File: src/rtl/a2_ser_pkg.sv
// Shared definitions for the a2 serial link (serializer and deserializer).
package a2_ser_pkg;

  typedef enum logic {
    IDLE = 1'b0,
    RECV = 1'b1
  } state_t;

  // Bursts shorter than this are dropped when the length check is enabled.
  localparam int MIN_BURST = 3;

  function automatic int cnt_width(input int width);
    return $clog2(width + 1);
  endfunction

endpackage

File: src/rtl/a2_deserializer_if.sv
// Serial input stream and parallel word output bundle of the a2 deserializer.
interface a2_deserializer_if #(
  parameter int WIDTH = 8
);
  import a2_ser_pkg::*;

  localparam int CNT_W = cnt_width(WIDTH);

  logic             ser_data_i;
  logic             ser_data_val_i;
  logic [WIDTH-1:0] data_o;
  logic [CNT_W-1:0] data_mod_o;
  logic             data_val_o;
  logic             busy_o;
  logic             short_err_o;

  modport master (
    output ser_data_i, ser_data_val_i,
    input  data_o, data_mod_o, data_val_o, busy_o, short_err_o
  );

  modport slave (
    input  ser_data_i, ser_data_val_i,
    output data_o, data_mod_o, data_val_o, busy_o, short_err_o
  );

endinterface

File: src/rtl/a2_deserializer.sv
// MSB-first serial-to-parallel receiver; one word per valid burst or per WIDTH bits.
// Optional short-burst rejection is enabled by defining A2_DESER_LEN_CHECK_EN.
module a2_deserializer
  import a2_ser_pkg::*;
#(
  parameter int WIDTH = 8
) (
  input  logic             clk_i,
  input  logic             arst_i,
  a2_deserializer_if.slave bus
);

  localparam int CNT_W = cnt_width(WIDTH);
  localparam logic [CNT_W-1:0] LAST_CNT = CNT_W'(WIDTH - 1);
  localparam logic [CNT_W-1:0] FULL_CNT = CNT_W'(WIDTH);

  state_t           state;
  state_t           state_next;
  logic [CNT_W-1:0] count;
  logic [WIDTH-1:0] acc;
  logic [WIDTH-1:0] acc_next;
  logic [WIDTH-1:0] data_q;
  logic [CNT_W-1:0] mod_q;
  logic             val_q;
  logic             last_bit;
`ifdef A2_DESER_LEN_CHECK_EN
  logic             short_q;
`endif

  assign last_bit = (count == LAST_CNT);

  always_ff @(posedge clk_i or posedge arst_i) begin
    if (arst_i) begin
      state <= IDLE;
    end else begin
      state <= state_next;
    end
  end

  always_comb begin
    state_next = state;
    unique case (state)
      IDLE: if (bus.ser_data_val_i && !last_bit) state_next = RECV;
      RECV: if (!bus.ser_data_val_i || last_bit) state_next = IDLE;
      default: state_next = IDLE;
    endcase
  end

  always_comb begin
    bus.busy_o     = (state == RECV);
    bus.data_o     = data_q;
    bus.data_mod_o = mod_q;
    bus.data_val_o = val_q;
`ifdef A2_DESER_LEN_CHECK_EN
    bus.short_err_o = short_q;
`else
    bus.short_err_o = 1'b0;
`endif
  end

  // A new burst starts from a clean word so unfilled LSBs read as zero.
  always_comb begin
    acc_next = (state == IDLE) ? '0 : acc;
    for (int i = 0; i < WIDTH; i++) begin
      if (i == WIDTH - 1 - int'(count)) acc_next[i] = bus.ser_data_i;
    end
  end

  always_ff @(posedge clk_i or posedge arst_i) begin
    if (arst_i) begin
      acc    <= '0;
      count  <= '0;
      data_q <= '0;
      mod_q  <= '0;
      val_q  <= 1'b0;
`ifdef A2_DESER_LEN_CHECK_EN
      short_q <= 1'b0;
`endif
    end else begin
      val_q <= 1'b0;
`ifdef A2_DESER_LEN_CHECK_EN
      short_q <= 1'b0;
`endif
      if (bus.ser_data_val_i) begin
        if (last_bit) begin
          data_q <= acc_next;
          mod_q  <= FULL_CNT;
          val_q  <= 1'b1;
          acc    <= '0;
          count  <= '0;
        end else begin
          acc   <= acc_next;
          count <= count + CNT_W'(1);
        end
      end else if (count != '0) begin
`ifdef A2_DESER_LEN_CHECK_EN
        if (int'(count) < MIN_BURST) begin
          short_q <= 1'b1;
        end else begin
          data_q <= acc;
          mod_q  <= count;
          val_q  <= 1'b1;
        end
`else
        data_q <= acc;
        mod_q  <= count;
        val_q  <= 1'b1;
`endif
        acc   <= '0;
        count <= '0;
      end
    end
  end

endmodule
File: src/flat_wrapper.sv
// flat-port wrapper written by rule: the top's interface ports become plain ports
module a2_deserializer_flat import a2_ser_pkg::*;
#(
  parameter int WIDTH = 8
)
  (clk_i, arst_i, bus_ser_data_i, bus_ser_data_val_i, bus_data_o, bus_data_mod_o, bus_data_val_o, bus_busy_o, bus_short_err_o);
  a2_deserializer_if #(.WIDTH(WIDTH)) bus_i ();
  input  logic clk_i;
  input  logic arst_i;
  input wire logic [$bits(bus_i.ser_data_i)-1:0] bus_ser_data_i;
  input wire logic [$bits(bus_i.ser_data_val_i)-1:0] bus_ser_data_val_i;
  output wire logic [$bits(bus_i.data_o)-1:0] bus_data_o;
  output wire logic [$bits(bus_i.data_mod_o)-1:0] bus_data_mod_o;
  output wire logic [$bits(bus_i.data_val_o)-1:0] bus_data_val_o;
  output wire logic [$bits(bus_i.busy_o)-1:0] bus_busy_o;
  output wire logic [$bits(bus_i.short_err_o)-1:0] bus_short_err_o;
  assign bus_i.ser_data_i = bus_ser_data_i;
  assign bus_i.ser_data_val_i = bus_ser_data_val_i;
  assign bus_data_o = bus_i.data_o;
  assign bus_data_mod_o = bus_i.data_mod_o;
  assign bus_data_val_o = bus_i.data_val_o;
  assign bus_busy_o = bus_i.busy_o;
  assign bus_short_err_o = bus_i.short_err_o;
  a2_deserializer #(.WIDTH(WIDTH)) u_core (.clk_i(clk_i), .arst_i(arst_i), .bus(bus_i));
endmodule
File: config.mk
export PLATFORM = sky130hd
export DESIGN_NAME = a2_deserializer_flat
export DESIGN_NICKNAME = d
export VERILOG_FILES = /design/src/rtl/a2_ser_pkg.sv /design/src/rtl/a2_deserializer_if.sv /design/src/rtl/a2_deserializer.sv /design/src/flat_wrapper.sv
export SDC_FILE = /design/constraint.sdc
export NUM_CORES = 1
export LEC_CHECK = 0
export CAP_MARGIN = 20
export CORE_MARGIN = 2
export CORE_UTILIZATION = 48
export CTS_CLUSTER_SIZE = 28
export DETAILED_ROUTE_END_ITERATION = 12
export PLACE_DENSITY = 0.74
export SLEW_MARGIN = 20
export SYNTH_ARGS = -nofsm -noshare
export SYNTH_HDL_FRONTEND = slang
export SYNTH_SLANG_ARGS = --single-unit
File: constraint.sdc
create_clock -name clk_i -period 1.6 [get_ports clk_i]
set_input_delay 0.32 -clock clk_i [delete_from_list [all_inputs] [get_ports clk_i]]
set_output_delay 0.32 -clock clk_i [all_outputs]
set_load 0.01 [all_outputs]
Word level (Yosys, flattened, before mapping)

Index checks and enable logic that the tools add are counted.

Input port bits: 4
Logic and storage cells: 53
Bits in registers: 26
ROM bits: 0
Latch bits: 0
Memories kept: 0
Bits in writable memories: 0

Muxes and demuxes: 27
Div/mod/pow operators: 0
Multiply operators: 0
Shift-type cells: 0
Bitwise logic cells: 1
Add/subtract/negate cells: 2
Reduce and logical (&&, ||, !) cells: 8
Eq/ne operators: 9
$lt $le $gt $ge: 0

Operator list:

| operator            | number |
|---|---|
| $eq 4x32->1 const A | 4 |
| $eq 3x32->1 const A | 2 |
| $mux 8              | 7 |
| $eq 2x32->1 const A | 1 |
| $logic_not 32->1    | 1 |
| $mux 4              | 6 |
| $mux 1              | 13 |
| $sub 3x4->5 const A | 1 |
| $add 4x1->4 const B | 1 |
| $eq 4x3->1 const B  | 1 |
| $reduce_bool 4->1   | 1 |
| $logic_not 1->1     | 2 |
| $ne 2x1->1 const B  | 1 |
| $pmux 1 s2          | 1 |
| $reduce_and 2->1    | 1 |
| $reduce_bool 2->1   | 1 |
| $logic_and 1x1->1   | 1 |
| $logic_or 1x1->1    | 1 |
| $not 1->1           | 1 |

Longest topological paths before layout

Gate-level depths: netlist of run 1.

Depth in word-level cells: 5
Mapped depth: 8

Least setup slack after synthesis of run 1

No wires, ideal clock.

Path kind: reg2reg
From: reg u_core.count[0]
To: reg u_core.data_q[0], in the netlist u_core.bus.data_o[0]
Slack: -34 ps
Arrival: 1509 ps
Stages on the path, launching flop included: 9
Clock period less this slack: 1634 ps
Required time: 1475 ps
Library setup time: 125 ps
Buffers on the path: 1
Path through: dfrtp_1 inv_1 ha_1 nand2b_1 buf_6 and2_4 o21ai_2 inv_2 mux2_4

Cells in the longest elaborated chain, start to end: 5

RTL lines:

| item                     | line                  | source |
|---|---|---|
| start: declaration       | a2_deserializer.sv:19 | `logic [CNT_W-1:0] count;` |
| start signal: assignment | a2_deserializer.sv:93 | `count <= count + CNT_W'(1);` |
| $sub 3x4->5              | a2_deserializer.sv:65 | `if (i == WIDTH - 1 - int'(count)) acc_next[i] = bus.ser_data_i;` |
| $logic_not 32->1         | a2_deserializer.sv:65 |  |
| $mux 1                   | a2_deserializer.sv:65 |  |
| $mux 8                   | a2_deserializer.sv:85 | `if (last_bit) begin` |
| $mux 8                   | a2_deserializer.sv:84 | `if (bus.ser_data_val_i) begin` |
| end signal: assignment   | a2_deserializer.sv:86 | `data_q <= acc_next;` |
| end: declaration         | a2_deserializer.sv:22 | `logic [WIDTH-1:0] data_q;` |

Parallel ways exist; a longest one is shown, timed or not. The select of a mux whose other input is x is not followed.
A chain may end at the register's enable or synchronous reset.

Final worst setup path of run 1

From: reg u_core.data_q[7], in the netlist u_core.bus.data_o[7]
To: out bus_data_o[7]

RTL lines:

| item             | line               | source |
|---|---|---|
| end: declaration | flat_wrapper.sv:12 | `output wire logic [$bits(bus_i.data_o)-1:0] bus_data_o;` |

No word-level cell between the ends.

==> results of run 1 <==
==> power groups by stage <==
stage	clock network, W	logic (W)	registers [W]
floorplan	0	0.000628	0.000975
global placement	0	0.00119	0.000912
detailed placement	0	0.00121	0.000925
CTS	0.000352	0.00131	0.000913
global route	0.000380	0.00153	0.000927
finish	0.000360	0.00144	0.000911
==> metrics by stage <==
stage	hold WS [ns]	instance area, µm²
floorplan	0.360	1400
global placement	0.478	1760
detailed placement	0.493	1760
CTS	0.328	1850
global route	0.347	1970
finish	0.301	1970
==> timing repair <==
action,in CTS,in global routing
pin swaps,12,5
cloned,1,0
setup buffers,2,8
endpoints found under the hold margin,0,0
setup endpoints to repair,19,30
resized for setup,11,18
==> synth_stat cells, drive strengths merged <==
| cell | n |
|---|---|
| xor2 | 1 |
| a2bb2oi | 1 |
| inv | 15 |
| clkinv | 1 |
| clkbuf | 3 |
| o21ai | 4 |
| buf | 6 |
| nand2b | 1 |
| xnor2 | 1 |
| mux2i | 1 |
| o21a | 1 |
| nand3 | 8 |
| dfrtp | 26 |
| conb | 1 |
| mux2 | 1 |
| o32a | 1 |
| a32o | 9 |
| nor2 | 5 |
| o22ai | 7 |
| a211oi | 1 |
| a21oi | 6 |
| nand2 | 18 |
| ha | 4 |
| o211ai | 14 |
| a22o | 2 |
| and2 | 2 |
| or3b | 1 |
| nor2b | 1 |
==> flip-flops by register name, summed over array words and instances (netlist names) <==
signal	flops
u_core.acc	8
u_core.bus.data_o	8
u_core.bus.data_mod_o	4
u_core.count	4
u_core.bus.busy_o	1
u_core.bus.data_val_o	1
==> path summary, 6_finish.rpt <==
check                                      endpoint  slack (ns)  depth (start not counted)
setup reg to reg               u_core.bus.data_o[0]        0.02                          8
setup / recovery                      bus_data_o[7]        0.02                          1
hold reg to reg            u_core.bus.data_mod_o[3]        0.52                          1
max in group asynchronous           u_core.count[2]        1.03                          3
hold / removal                 u_core.bus.data_o[3]        0.30                          3
min in group clk_i         u_core.bus.data_mod_o[3]        0.52                          1
==> area by class of cell <==
| class | count | area [µm²] |
|---|---|---|
| fill | 191 | 785 |
| clock buffer | 4 | 36.3 |
| sequential | 26 | 652 |
| multi-input combinational | 92 | 712 |
| timing repair buffer | 52 | 474 |
| tap | 31 | 38.8 |
| inverter | 16 | 60.1 |
==> layer usage <==
metal | GRT usage [%] | wire length, µm | up-vias
li1 | - | - | 604
met1 | 29.4 | 1550 | 651
met2 | 39.0 | 1980 | 62
met3 | 3.79 | 275 | 8
met4 | 10.6 | 59 | 0
met5 | 0 | 0 | -
==> cells by family (layout without fill, tap and decap cells) <==
| kind of cell | Yosys count | after routing | share of synthesized area [%] |
|---|---|---|---|
| xor+xnor | 2 | 2 | 1.26 |
| mux | 2 | 2 | 1.80 |
| simple gates | 36 | 37 | 12.6 |
| compound gates | 46 | 46 | 25.6 |
| fa+ha+maj | 4 | 4 | 3.60 |
| flops | 26 | 26 | 46.8 |
| buf+inv | 25 | 72 | 8.09 |
| other cells | 1 | 1 | 0.270 |
==> results.md, run 1 <==
* Worst path slowest cell: sky130_fd_sc_hd__clkdlybuf4s50_1
* Post-layout min period at between 1.5 and 2 ns
* Final HPWL DP at about 2500 µm
* Reg-to-reg startpoint: u_core.count[0]
* Combined area of all synthesized cells at approximately 0.0014 mm²
* Share of layout cells above drive strength 1 at between 30% and 40%
* Routed Wire Length at roughly 3900 µm
* Worst setup margin at approximately 0.021 ns
* Startpoint of the worst setup timing path: u_core.bus.data_o[7]
* Final core area utilization at approximately 72%
* Unrepaired setup endpoints after global routing: yes
* Switching part of the total power at 37.9%
* Count of buffers from port buffering at 17
* Synthesized flop and latch total at 26
* Top-level port count at 19
* Final Cycle Share at between 90 and 100%
* Synth Net Count at 150
* Area leader, netlist: sky130_fd_sc_hd__dfrtp_1
* Yosys top cell area share at 46.8%
* Type of destination of the critical path: primary output
* Number of max-slew violations in the final report at 0
* GR Overflow Total at 0
* Number of vias per cell after detailed routing at 6.00
* Static leakage power at roughly 1.0 nW
* Most frequent cells in the layout: 32 x sky130_fd_sc_hd__buf_4, 25 x sky130_fd_sc_hd__dfrtp_1, 17 x sky130_fd_sc_hd__nand2_1
* Initial DRC Count at 60
* Syn-to-layout area delta at 41.8%
* Number of placement rows at 19
* Final net count at around 200
* Total negative slack at 0 ns
* Cell Count Post-Placement at between 200 and 250
* Placeable Area at between 0.002 and 0.003 mm²
* Chip height at approximately 58 µm
* Average instance area after synthesis at 9.80 µm²
* Antenna violations before repair at 0
* P_sw at 0.00103 W
* Critical path launch point type: register
* DR vias at approximately 1,300
* Mapped Cells at 142
* Number of hold buffers added after cts at 0
* GRT Resource Usage Total at between 20% and 30%
* Combinational cell fraction of total power at 53.0%
* Clock tree from TritonCTS: yes
* Max-cap viol count at 0
* Wire per inst at between 15 and 20 µm
* Die Span X at about 58 µm
* Clock buffer depth at 2
* Critical path's top delay family: buffers and inverters
* Leading cell types by total area after synthesis: sky130_fd_sc_hd__dfrtp_1 47%, sky130_fd_sc_hd__o211ai_1 7.6%, sky130_fd_sc_hd__a32o_1 6.5%
* Path type of the worst min-delay path: input port to async pin
* CP required at 1.28 ns
* CTS sink cnt at 26
* Outcome: finished clean
* Maximum clock frequency at between 600 and 700 MHz
* Worst Clk Skew at ~0.0024 ns
* Cell at the root of the clock tree: sky130_fd_sc_hd__clkbuf_4
* Final weighted congestion in routability-driven placement at 0.873
* Source-to-sink clock delay at the later pin of the worst-skew pair at between 0.3 and 0.4 ns
* Clock transition at the register clock pins on the worst setup and hold paths after CTS at 0.15 ns
* First-pass GRT wire length at 5920 µm
* Die Area at 0.00335 mm²
* Most common cell after layout, fill and taps aside: sky130_fd_sc_hd__buf_4
* Pin count of the biggest net entering global routing at 27
* WS Path Type: register to primary output
* Sequential area share after synthesis at a little under half
* Total CTS buffers at 3
* CP arrival at approximately 1.3 ns
* CTS H-tree depth at 1
* Remaining antenna violation count after routing at 0
* Starting density of the core at 50.5%
* VDD IR max at roughly 1100 µV
* Residual DRC at 0
* Total buffers and inverters traversed by the critical path at 1
* Clk network pwr share at between 10% and 20%
* Delay of the slowest cell on the worst path at 0.53 ns
* Setup-failing EPs final at 0
* Number of detailed-route iterations in the first pass at 6
* Hold violation count in the final report at 0
* Post-synthesis cell type count at 36
* Inserted Diodes at 0
* Vias in the first global route at around 1,300
* Maximum fanout along the worst path at 2
* Worst setup slack before clock tree synthesis at -0.124 ns
* CP Cell Sequence: clkdlybuf4s50_1
* Post-layout power at ~0.0027 W
* Post-layout instance count excluding filler cells at approximately 220
* Power density over the cells at approximately 1400 mW/mm²
* Sequential cell fraction of total power at 33.7%
* Cell-internal power at between 0.0015 and 0.002 W
* Synth Warn # at 0
Note: power is estimated with default switching activity, not from simulation.
==> run 2: changes to the inputs <==
CTS_CLUSTER_DIAMETER = 100   (was not set)
==> results of run 2 <==
Same layout as run 1: the final DEF is identical, and so are final timing and power.
==> run 3: changes to the inputs <==
GPL_ROUTABILITY_DRIVEN = 0   (was not set)
clock period = 1.3 ns   (was 1.6 ns; I/O delays follow)
==> results.md, run 3 (same netlist as run 1, synthesis figures left out) <==
* Number of max-slew violations in the final report at 0 (unchanged)
* Most common cell after layout, fill and taps aside: sky130_fd_sc_hd__buf_4
* Number of vias per cell after detailed routing at 6.02 (+0.43%)
* GR Overflow Total at 0 (unchanged)
* Total negative slack at -5.44 ns (-5.44 ns)
* WS Path Type: register to register
* CP arrival at 1.85 ns (+0.59 ns)
* Antenna violations before repair at 0 (unchanged)
* Clk network pwr share at 12.1% (-1.2 points)
* Violations in the final reports: setup timing
* Switching part of the total power at 38.4% (+0.49 points)
* Number of hold buffers added after cts at 0 (unchanged)
* Post-layout min period at around 1.6 ns
* Worst setup margin at -0.304 ns (-0.324 ns)
* Max-cap viol count at 0 (unchanged)
* Count of buffers from port buffering at 17 (unchanged)
* Share of layout cells above drive strength 1 at 41.7% (+9.1 points)
* Number of placement rows at 19 (unchanged)
* VDD IR max at 1360 µV (+23%)
* CTS H-tree depth at 1 (unchanged)
* Number of detailed-route iterations in the first pass at 4 (-2)
* Delay of the slowest cell on the worst path at 0.43 ns (-0.10 ns)
* Placeable Area at 0.00276 mm² (unchanged)
* Most frequent cells in the layout: 38 x sky130_fd_sc_hd__buf_4, 26 x sky130_fd_sc_hd__dfrtp_1, 14 x sky130_fd_sc_hd__o211ai_1, 14 x sky130_fd_sc_hd__nand2_1, 13 x sky130_fd_sc_hd__clkdlybuf4s15_1
* Final net count at 215 (+8.0%)
* Setup-failing EPs final at 24 (+24)
* Met2 usage in global routing at 44.5% (+5.5 points)
* GR met3 Demand/Resource at 3.57% (-0.22 points)
* Outcome: complete, but fails checks
* Maximum clock frequency at 624 MHz
* Maximum fanout along the worst path at 5 (+3)
* Residual DRC at 0 (unchanged)
* Post-layout instance count excluding filler cells at 237 (+7.2%)
* Met1 capacity usage during global routing at 33.8% (+4.4 points)
* Routing layer with the top usage in global route: met2
* GRT Resource Usage Total at 26.5% (+3.3 points)
* Starting density of the core at 50.5% (unchanged)
* Clock buffer depth at 2 (unchanged)
* Cell Count Post-Placement at 216 (+4.3%)
* CP required at 1.54 ns (+0.26 ns)
* P_sw at 0.00141 W (+37%)
* Combinational cell fraction of total power at 57.3% (+4.3 points)
* Wire per inst at 18.7 µm (+6.7%)
* Die Area at 0.00335 mm² (unchanged)
* Vias in the first global route at 1,452 (+14%)
* DR vias at 1,427 (+7.7%)
* Static leakage power at 0.998 nW (-2.8%)
* Clock transition at the register clock pins on the worst setup and hold paths after CTS at 0.16 ns (about the same)
* Worst Clk Skew at 0.00199 ns (-0.000451 ns)
* CTS sink cnt at 26 (unchanged)
* Sequential cell fraction of total power at 30.6% (-3.1 points)
* Source-to-sink clock delay at the later pin of the worst-skew pair at 0.33 ns (about the same)
* Final Cycle Share at 123%
* Hold violation count in the final report at 0 (unchanged)
* Remaining antenna violation count after routing at 0 (unchanged)
* First-pass GRT wire length at 6760 µm (+14%)
* Clock tree from TritonCTS: yes
* Unrepaired setup endpoints after global routing: yes
* Worst setup slack before clock tree synthesis at -0.381 ns (-0.257 ns)
* Cell-internal power at 0.00226 W (+34%)
* Critical path launch point type: register
* Worst path slowest cell: sky130_fd_sc_hd__dfrtp_1
* Final HPWL DP at 2750 µm (+12%)
* Type of destination of the critical path: register
* Routed Wire Length at 4430 µm (+14%)
* Inserted Diodes at 0 (unchanged)
* Initial DRC Count at 62 (+3.3%)
* Total CTS buffers at 3 (unchanged)
* Chip height at 57.8 µm (unchanged)
* Path type of the worst min-delay path: input port to async pin
* CP Cell Sequence: buf_6, buf_4, ha_1, nand2_1, o211ai_1, a32o_1
* Pin count of the biggest net entering global routing at 27 (unchanged)
* Power density over the cells at 1720 mW/mm² (+25%)
* Top-level port count at 19 (unchanged)
* Die Span X at 57.8 µm (unchanged)
* Syn-to-layout area delta at 53.6%
* Cell at the root of the clock tree: sky130_fd_sc_hd__clkbuf_4
[run 3: cell types whose count changed in the layout (fill, tap and decap cells not counted), sizes merged]
cell           previous run  this run
buf                      35        51
clkdlybuf4s15             0        13
clkdlybuf4s50             7         3
dlymetal6s2s              9         0
[run 3: area by class of cell]
cell class	count	area, µm²
timing repair buffer	68	609
sequential	26	651
tap	31	38.8
clock buffer	4	36.3
multi-input combinational	92	742
inverter	16	60.1
fill	177	621
[run 3: path summary, 6_finish.rpt]
path | startpoint | to | slack, ns | cells past startpoint
min | arst_i | u_core.bus.data_mod_o[2] | 0.23 | 3
max | u_core.count[0] | u_core.bus.data_o[2] | -0.30 | 6
max in group asynchronous | arst_i | u_core.bus.busy_o | 0.92 | 3
min in group clk_i | u_core.bus.data_o[6] | u_core.bus.data_o[6] | 0.51 | 1
max reg2reg | u_core.count[0] | u_core.bus.data_o[2] | -0.30 | 6
min reg2reg | u_core.bus.data_o[6] | u_core.bus.data_o[6] | 0.51 | 1
[run 3: stage by stage]
| stage | utilization (%) | power [W] | instance area (µm²) | hold slack [ns] |
|---|---|---|---|---|
| final | 77.5 | 0.00367 | 2140 | 0.229 |
| after global routing | 77.5 | 0.00384 | 2140 | 0.246 |
| after CTS | 73.9 | 0.00339 | 2040 | 0.244 |
| after detailed placement | 66.3 | 0.00274 | 1830 | 0.472 |
| after global placement | 66.3 | 0.00267 | 1830 | 0.469 |
| after floorplan | - | 0.00201 | 1410 | 0.300 |
[run 3: power by group through the flow]
stage / clock, W / sequential, W / combinational (W)
3_3_place_gp: 0 / 0.00112 / 0.00154
6_report: 0.000443 / 0.00112 / 0.00210
2_1_floorplan: 0 / 0.00120 / 0.000809
5_1_grt: 0.000476 / 0.00114 / 0.00222
4_1_cts: 0.000435 / 0.00111 / 0.00184
3_5_place_dp: 0 / 0.00113 / 0.00161
[run 3: layer usage]
layer / wire length [µm] / part of all wire, % / vias up
li1: - / - / 634
met1: 1730 / 39 / 717
met2: 2360 / 53 / 64
met3: 256 / 5.8 / 12
met4: 87 / 2.0 / 0
met5: 0 / 0 / -
[run 3: timing repair]
action	4_1_cts	5_1_grt
gates cloned	1	0
endpoints found under the hold margin	0	0
pin swaps	23	15
resized for setup	39	24
buffers inserted	10	7
endpoints found under the setup margin	40	39
[run 3: worst max-delay path, delay by kind of cell, from the launching register on]
| kind | cells | cell delay, ns |
|---|---|---|
| DFF | 1 | 0.43 |
| AOI/OAI and AO/OA | 2 | 0.38 |
| buffers and inverters | 2 | 0.28 |
| adders and majority gates | 1 | 0.25 |
| and+or+nand+nor | 1 | 0.16 |
